--- src/rtl/addr_reg_bank_if.sv ---
// addr_reg_bank_if: operand, control and read-port bundle of the address register bank.
// Handshake: none. Control inputs are sampled on every rising clock edge, and the
// read ports are purely combinational, so no valid/ready pair is carried.
interface addr_reg_bank_if #(
  parameter int WIDTH    = 16,
  parameter int NUM_REGS = 4
);
  localparam int SELW = (NUM_REGS > 1) ? $clog2(NUM_REGS) : 1;

  logic [WIDTH-1:0]    I;
  logic [2:0]          FunSel;
  logic [NUM_REGS-1:0] RegSel;
  logic [SELW-1:0]     OutCSel;
  logic [SELW-1:0]     OutDSel;
  logic                FlagClr;
  logic [WIDTH-1:0]    OutC;
  logic [WIDTH-1:0]    OutD;
  logic                StackOvf;
  logic                StackUnf;

  modport master (
    output I, FunSel, RegSel, OutCSel, OutDSel, FlagClr,
    input  OutC, OutD, StackOvf, StackUnf
  );

  modport slave (
    input  I, FunSel, RegSel, OutCSel, OutDSel, FlagClr,
    output OutC, OutD, StackOvf, StackUnf
  );
endinterface

--- src/rtl/addr_reg_bank.sv ---
// addr_reg_bank: NUM_REGS address registers (PC at index 0, SP at SP_IDX)
// sharing one 3-bit function code, with per-register enables and two
// combinational read ports.
// Optional feature macro: ADDR_REG_BANK_STACK_CHECK_EN enables the stack-bounds
// checker on register SP_IDX (blocked SP update plus sticky StackOvf/StackUnf).
module addr_reg_bank #(
  parameter int               WIDTH       = 16,
  parameter int               NUM_REGS    = 4,
  parameter int               SP_IDX      = NUM_REGS - 1,
  parameter logic [WIDTH-1:0] RESET_PC    = '0,
  parameter logic [WIDTH-1:0] STACK_BASE  = '1,
  parameter logic [WIDTH-1:0] STACK_LIMIT = {{(WIDTH-8){1'b1}}, 8'h00}
) (
  input  logic          Clock,
  input  logic          Reset,
  addr_reg_bank_if.slave bus
);
  localparam int SELW = (NUM_REGS > 1) ? $clog2(NUM_REGS) : 1;
  localparam int HALF = WIDTH / 2;
  localparam logic [SELW:0] NREGS_W = (SELW + 1)'(NUM_REGS);

  if (NUM_REGS < 2 || NUM_REGS > 16 || SP_IDX == 0 || SP_IDX >= NUM_REGS ||
      WIDTH < 8 || (WIDTH % 2) != 0 || STACK_LIMIT > STACK_BASE) begin : g_param_err
    $error("addr_reg_bank: illegal parameter combination");
  end

  logic [WIDTH-1:0] regs_q [NUM_REGS];
  logic [WIDTH-1:0] regs_d [NUM_REGS];

  // One function applied to a register's own current value.
  function automatic logic [WIDTH-1:0] apply_fun(input logic [2:0] fun,
                                                 input logic [WIDTH-1:0] r,
                                                 input logic [WIDTH-1:0] d);
    logic [WIDTH-1:0] res;
    case (fun)
      3'b000:  res = r - WIDTH'(1);
      3'b001:  res = r + WIDTH'(1);
      3'b010:  res = d;
      3'b011:  res = '0;
      3'b100:  res = r + d;
      3'b101:  res = r - d;
      3'b110:  res = {r[WIDTH-1:HALF], d[HALF-1:0]};
      default: res = {d[HALF-1:0], r[HALF-1:0]};
    endcase
    return res;
  endfunction

  function automatic logic [WIDTH-1:0] rst_val(input int k);
    if (k == 0)           return RESET_PC;
    else if (k == SP_IDX) return STACK_BASE;
    else                  return '0;
  endfunction

`ifdef ADDR_REG_BANK_STACK_CHECK_EN
  localparam logic [WIDTH:0] ONE_W = (WIDTH + 1)'(1);
  logic [WIDTH:0] sp_wide;
  logic           ovf_set;
  logic           unf_set;
  logic           ovf_q;
  logic           unf_q;
`endif

  // Next-state: every enabled register takes the function; a stack violation reverts SP only.
  always_comb begin
    for (int k = 0; k < NUM_REGS; k++) begin
      regs_d[k] = regs_q[k];
      if (bus.RegSel[k]) regs_d[k] = apply_fun(bus.FunSel, regs_q[k], bus.I);
    end
`ifdef ADDR_REG_BANK_STACK_CHECK_EN
    sp_wide = '0;
    ovf_set = 1'b0;
    unf_set = 1'b0;
    if (bus.RegSel[SP_IDX]) begin
      case (bus.FunSel)
        3'b000, 3'b101: begin
          // Borrow lands in the extra top bit.
          sp_wide = {1'b0, regs_q[SP_IDX]} - ((bus.FunSel == 3'b000) ? ONE_W : {1'b0, bus.I});
          if (sp_wide[WIDTH] || (sp_wide[WIDTH-1:0] < STACK_LIMIT)) begin
            regs_d[SP_IDX] = regs_q[SP_IDX];
            ovf_set        = 1'b1;
          end
        end
        3'b001, 3'b100: begin
          sp_wide = {1'b0, regs_q[SP_IDX]} + ((bus.FunSel == 3'b001) ? ONE_W : {1'b0, bus.I});
          if (sp_wide[WIDTH] || (sp_wide[WIDTH-1:0] > STACK_BASE)) begin
            regs_d[SP_IDX] = regs_q[SP_IDX];
            unf_set        = 1'b1;
          end
        end
        default: ;
      endcase
    end
`endif
  end

  // Register state; synchronous reset overrides any operation in the same cycle.
  always_ff @(posedge Clock) begin
    for (int k = 0; k < NUM_REGS; k++) begin
      if (Reset) regs_q[k] <= rst_val(k);
      else       regs_q[k] <= regs_d[k];
    end
  end

`ifdef ADDR_REG_BANK_STACK_CHECK_EN
  // Sticky flags: a new violation wins over a simultaneous clear.
  always_ff @(posedge Clock) begin
    if (Reset) begin
      ovf_q <= 1'b0;
      unf_q <= 1'b0;
    end else begin
      ovf_q <= (ovf_q & ~bus.FlagClr) | ovf_set;
      unf_q <= (unf_q & ~bus.FlagClr) | unf_set;
    end
  end

  assign bus.StackOvf = ovf_q;
  assign bus.StackUnf = unf_q;
`else
  logic unused_flag_clr;
  assign unused_flag_clr = bus.FlagClr;
  assign bus.StackOvf    = 1'b0;
  assign bus.StackUnf    = 1'b0;
`endif

  // Read ports: combinational, out-of-range select reads zero.
  always_comb begin
    bus.OutC = '0;
    bus.OutD = '0;
    if ({1'b0, bus.OutCSel} < NREGS_W) bus.OutC = regs_q[bus.OutCSel];
    if ({1'b0, bus.OutDSel} < NREGS_W) bus.OutD = regs_q[bus.OutDSel];
  end
endmodule

--- src/flat_wrapper.sv ---
// flat-port wrapper written by rule: the top's interface ports become plain ports
module addr_reg_bank_flat 
#(
  parameter int               WIDTH       = 16,
  parameter int               NUM_REGS    = 4,
  parameter int               SP_IDX      = NUM_REGS - 1,
  parameter logic [WIDTH-1:0] RESET_PC    = '0,
  parameter logic [WIDTH-1:0] STACK_BASE  = '1,
  parameter logic [WIDTH-1:0] STACK_LIMIT = {{(WIDTH-8){1'b1}}, 8'h00}
)
  (Clock, Reset, bus_I, bus_FunSel, bus_RegSel, bus_OutCSel, bus_OutDSel, bus_FlagClr, bus_OutC, bus_OutD, bus_StackOvf, bus_StackUnf);
  addr_reg_bank_if #(.WIDTH(WIDTH), .NUM_REGS(NUM_REGS)) bus_i ();
  input  logic Clock;
  input  logic Reset;
  input wire logic [$bits(bus_i.I)-1:0] bus_I;
  input wire logic [$bits(bus_i.FunSel)-1:0] bus_FunSel;
  input wire logic [$bits(bus_i.RegSel)-1:0] bus_RegSel;
  input wire logic [$bits(bus_i.OutCSel)-1:0] bus_OutCSel;
  input wire logic [$bits(bus_i.OutDSel)-1:0] bus_OutDSel;
  input wire logic [$bits(bus_i.FlagClr)-1:0] bus_FlagClr;
  output wire logic [$bits(bus_i.OutC)-1:0] bus_OutC;
  output wire logic [$bits(bus_i.OutD)-1:0] bus_OutD;
  output wire logic [$bits(bus_i.StackOvf)-1:0] bus_StackOvf;
  output wire logic [$bits(bus_i.StackUnf)-1:0] bus_StackUnf;
  assign bus_i.I = bus_I;
  assign bus_i.FunSel = bus_FunSel;
  assign bus_i.RegSel = bus_RegSel;
  assign bus_i.OutCSel = bus_OutCSel;
  assign bus_i.OutDSel = bus_OutDSel;
  assign bus_i.FlagClr = bus_FlagClr;
  assign bus_OutC = bus_i.OutC;
  assign bus_OutD = bus_i.OutD;
  assign bus_StackOvf = bus_i.StackOvf;
  assign bus_StackUnf = bus_i.StackUnf;
  addr_reg_bank #(.WIDTH(WIDTH), .NUM_REGS(NUM_REGS), .SP_IDX(SP_IDX), .RESET_PC(RESET_PC), .STACK_BASE(STACK_BASE), .STACK_LIMIT(STACK_LIMIT)) u_core (.Clock(Clock), .Reset(Reset), .bus(bus_i));
endmodule
--- config.mk ---
export PLATFORM = sky130hd
export DESIGN_NAME = addr_reg_bank_flat
export DESIGN_NICKNAME = d
export VERILOG_FILES = /design/src/rtl/addr_reg_bank_if.sv /design/src/rtl/addr_reg_bank.sv /design/src/flat_wrapper.sv
export SDC_FILE = /design/constraint.sdc
export NUM_CORES = 1
export LEC_CHECK = 0
export ABC_AREA = 1
export BUFFER_PORTS_ARGS = -buffer_cell sky130_fd_sc_hd__buf_4
export CAP_MARGIN = 15
export CORE_MARGIN = 3
export CORE_UTILIZATION = 35
export CTS_BUF_LIST = sky130_fd_sc_hd__clkbuf_4 sky130_fd_sc_hd__clkbuf_8 sky130_fd_sc_hd__clkbuf_16
export CTS_CLUSTER_SIZE = 40
export DETAILED_ROUTE_END_ITERATION = 8
export PLACE_DENSITY = 0.54
export SLEW_MARGIN = 30
export SYNTH_ARGS = -nofsm -noshare
export SYNTH_HDL_FRONTEND = slang
export SYNTH_SLANG_ARGS = --single-unit
--- constraint.sdc ---
create_clock -name Clock -period 3.3 [get_ports Clock]
set_input_delay 0.33 -clock Clock [delete_from_list [all_inputs] [get_ports Clock]]
set_output_delay 0.33 -clock Clock [all_outputs]
set_load 0.03 [all_outputs]
==> impl_metrics.ini <==
[timing]
maxSlewViolCount = 0
setup_tns_ps = 0
timing.final.crit_share = 0.9255
fin_worst_skew_ps = 5.608
relSlewSlack = 0.5325
final_hold_viol_count = 0
finalSetupViolations = 0
tightest_slew_ps = 700.5
layout_min_cycle_time_ps = 3054
timing.fmax_ghz = 0.3274

[setup_path]
reg2reg_depth = 16
cpMostUsedCell = nand3_1
r2r-end = u_core.regs_q[2][14]$_SDFFE_PP0P_
cp_max_fo = 5
crit_buf_inv = 4
criticalPathCategory = in -> reg
r2r-start = u_core.regs_q[2][0]$_SDFFE_PP0P_
path_delay_family = simple AND/OR/NAND/NOR gates
start_kind = primary input
endpoint_kind = flop
path_cells = buf_4 -> inv_1 -> ha_1 -> nand2_1 -> nor3_2 -> nand3_2 -> nor2_4 -> nor2_1 -> a221oi_1 -> buf_4 -> ha_1 -> a21oi_1 -> o21ai_0 -> nand2_1 -> nand3_1 -> a21oi_1 -> nand3_1 -> nand3_1 -> nand3_1 -> nand2_1 -> inv_1
required_ps = 3540
arrival_ps = 3300
max_stage_delay_ps = 290
slowest_stage = ha_1
rrSetupSlack_ps = 1070

[floorplanning]
rows = 52
die_h_um = 152.4
die_area_mm2 = 0.02323
fp.dieW_um = 152.4
pin_count = 64
core_mm2 = 0.02062
start_util = 0.3638

[worst_hold_path]
whs_path_depth = 4
min_path_type = in -> reg
holdPathEnd = u_core.regs_q[3][1]$_SDFFE_PP1P_
holdCritStartpoint = bus_RegSel[3]

[synthesis]
yosysWarnings = 0
synth_top_family_by_area = simple AND/OR/NAND/NOR gates
synth_edf_count = 0
yosys.area_share.simple = 0.3303
yosys.area.top_type_share = 0.1708
synthMuxAreaShare = 0
synth_flop_cell = dfxtp_1
synthAdderAreaFrac = 0.1257
seq_area_frac_synth = 0.1708
syn_avg_cell_area_um2 = 5.867
synth_area_mm2 = 0.007503
ys_top_cells_by_area = dfxtp_1 17%, nand2_1 12%, ha_1 12%
synthArstFlopShare = 0
synth-xor-area-share = 0.001167
synth_area_leader_cell = dfxtp_1
ys_ff_latch = 64
synthCells = 1279
synth_compound_area_frac = 0.2691
synth.distinct_cells = 45

[clocking]
cts_tree = yes
cts_num_sinks = 64
numCtsBuffers = 9
cts_max_level = 3
clkLatencyLatePin_ps = 350
clkTransAtPathRegs_ps = 60
cts_root_buf = clkbuf_16
postCtsSetupRepairBufs = 0
cts_buffer_depth = 2

[drt]
avgViaCountPerCell = 5.388
ant_nets = 0
drtIter0Drc = 572
wirelength_mm = 29.54
wl_per_cell_um = 17.49
vias = 9100
drc = 0
first_pass_iters = 5

[finish]
largest_reg_flops = 64
top_register = u_core.regs_q
stdcell_count = 1689
drive_gt1_frac = 0.1607
layout_common_cells = 243 x nand2_1, 163 x buf_4, 156 x o21ai_0, 152 x nor2_1, 146 x inv_1
finalInstanceArea_mm2 = 0.009230
layout.cells.most_common = nand2_1
top_regs = u_core.regs_q: 64 flops
area_growth_pct = 23.01
antennaDiodeCount = 0
final_util = 0.4475
nets = 1517

[placed_design]
place_congestion = 0.9499
io_buffers = 60
dp_hpwl_mm = 23.82
place_area_mm2 = 0.008889
dp.cells = 1673

[global_routing]
first_global_vias = 8450
grt_first_pass_wirelength_mm = 45.91
antenna_found_initial = 0
grt_overflow = 0
grt_max_degree = 34
grt_use_total = 0.2478

[run_status]
status = complete, no violations

[power]
p_per_area_mw_per_mm2 = 434.5
cellLeakagePower_nw = 4.553
max-vdd-ir-drop_uv = 247.5

[job]
drv_cap = 0
## synthesized netlist by cell type (all sizes together) (2+ instances only)
library cell    n
buf            14
o31ai           2
o22ai          15
ha             69
fa              4
inv           156
a211oi          3
o21bai         13
a21oi         135
nand3         109
o211ai          6
a221oi          4
nand4          17
a21o            7
nand3b          5
o21ai         164
nor2          157
nand2         254
clkbuf         26
dfxtp          64
nor4            2
nor3           16
a31oi          19
or2            12
## power breakdown
part	leakage, nW	internal [mW]	switching [mW]
Combinational	3.86	0.810	1.22
Clock	0.156	0.641	0.389
Sequential	0.532	0.850	0.0967
## layer usage
metal | track usage | wire length, um | up-vias
met5 | 0 | 0 | -
li1 | - | - | 4619
met2 | 0.4028 | 13360 | 270
met4 | 0.09079 | 883 | 0
met3 | 0.02272 | 1473 | 49
met1 | 0.3430 | 13820 | 4162
## cell families (layout without fill, tap and decap cells)
group                      after synthesis  in the layout
AOI/OAI and AO/OA                      372            372
xor gates and xnor gates                 1              1
adders and majority gates               73             73
buffers and inverters                  196            335
DFF                                     64             64
other                                    1              2
and+or+nand+nor                        572            572
## area by class of cell
cell class	count	area (um2)
timing repair buffer	163	1224
clock buffer	13	267.8
clock inverter	3	40.04
multi-input combinational	1020	5492
inverter	156	588.1
sequential	64	1281
fill	2235	11390
tap	270	337.8
## tightest hold or removal path: stages
cell and delay (ps):
buf_4 100, nand2_2 90, nand2_1 70, nand3_1 60
## metrics by stage
step / setup slack (ps) / total power [mW] / hold WS [ps]
after floorplan: 171.3 / 2.211 / 462.6
after global placement: -41.34 / 2.938 / 490.6
after detailed placement: -82.22 / 2.958 / 501.0
after CTS: 258.1 / 3.997 / 348.5
after global routing: -0.1914 / 4.294 / 378.1
final: 245.9 / 4.010 / 362.0
## worst max path at each step
| stage | start | cells after the start | end | slack (ps) |
|---|---|---|---|---|
| 6_report | bus_I[0] | 21 | u_core.regs_q[1][15]$_SDFFE_PP0P_ | 250 |
| 2_1_floorplan | bus_I[0] | 17 | u_core.regs_q[3][9]$_SDFFE_PP1P_ | 170 |
| 5_1_grt | bus_I[0] | 24 | u_core.regs_q[2][15]$_SDFFE_PP0P_ | -0.2 |
| 4_1_cts | bus_I[0] | 21 | u_core.regs_q[1][15]$_SDFFE_PP0P_ | 260 |
| 3_5_place_dp | bus_I[0] | 21 | u_core.regs_q[1][15]$_SDFFE_PP0P_ | -80 |
| 3_3_place_gp | bus_I[0] | 24 | u_core.regs_q[0][15]$_SDFFE_PP0P_ | -40 |
## timing repair
| action | 4_1_cts | 5_1_grt |
|---|---|---|
| hold buffers | 0 | 0 |
| gates resized for setup | 0 | 6 |
| setup endpoints to repair | 0 | 8 |
| hold endpoints to repair | 0 | 0 |
Note: power is estimated with default switching activity, not from simulation.
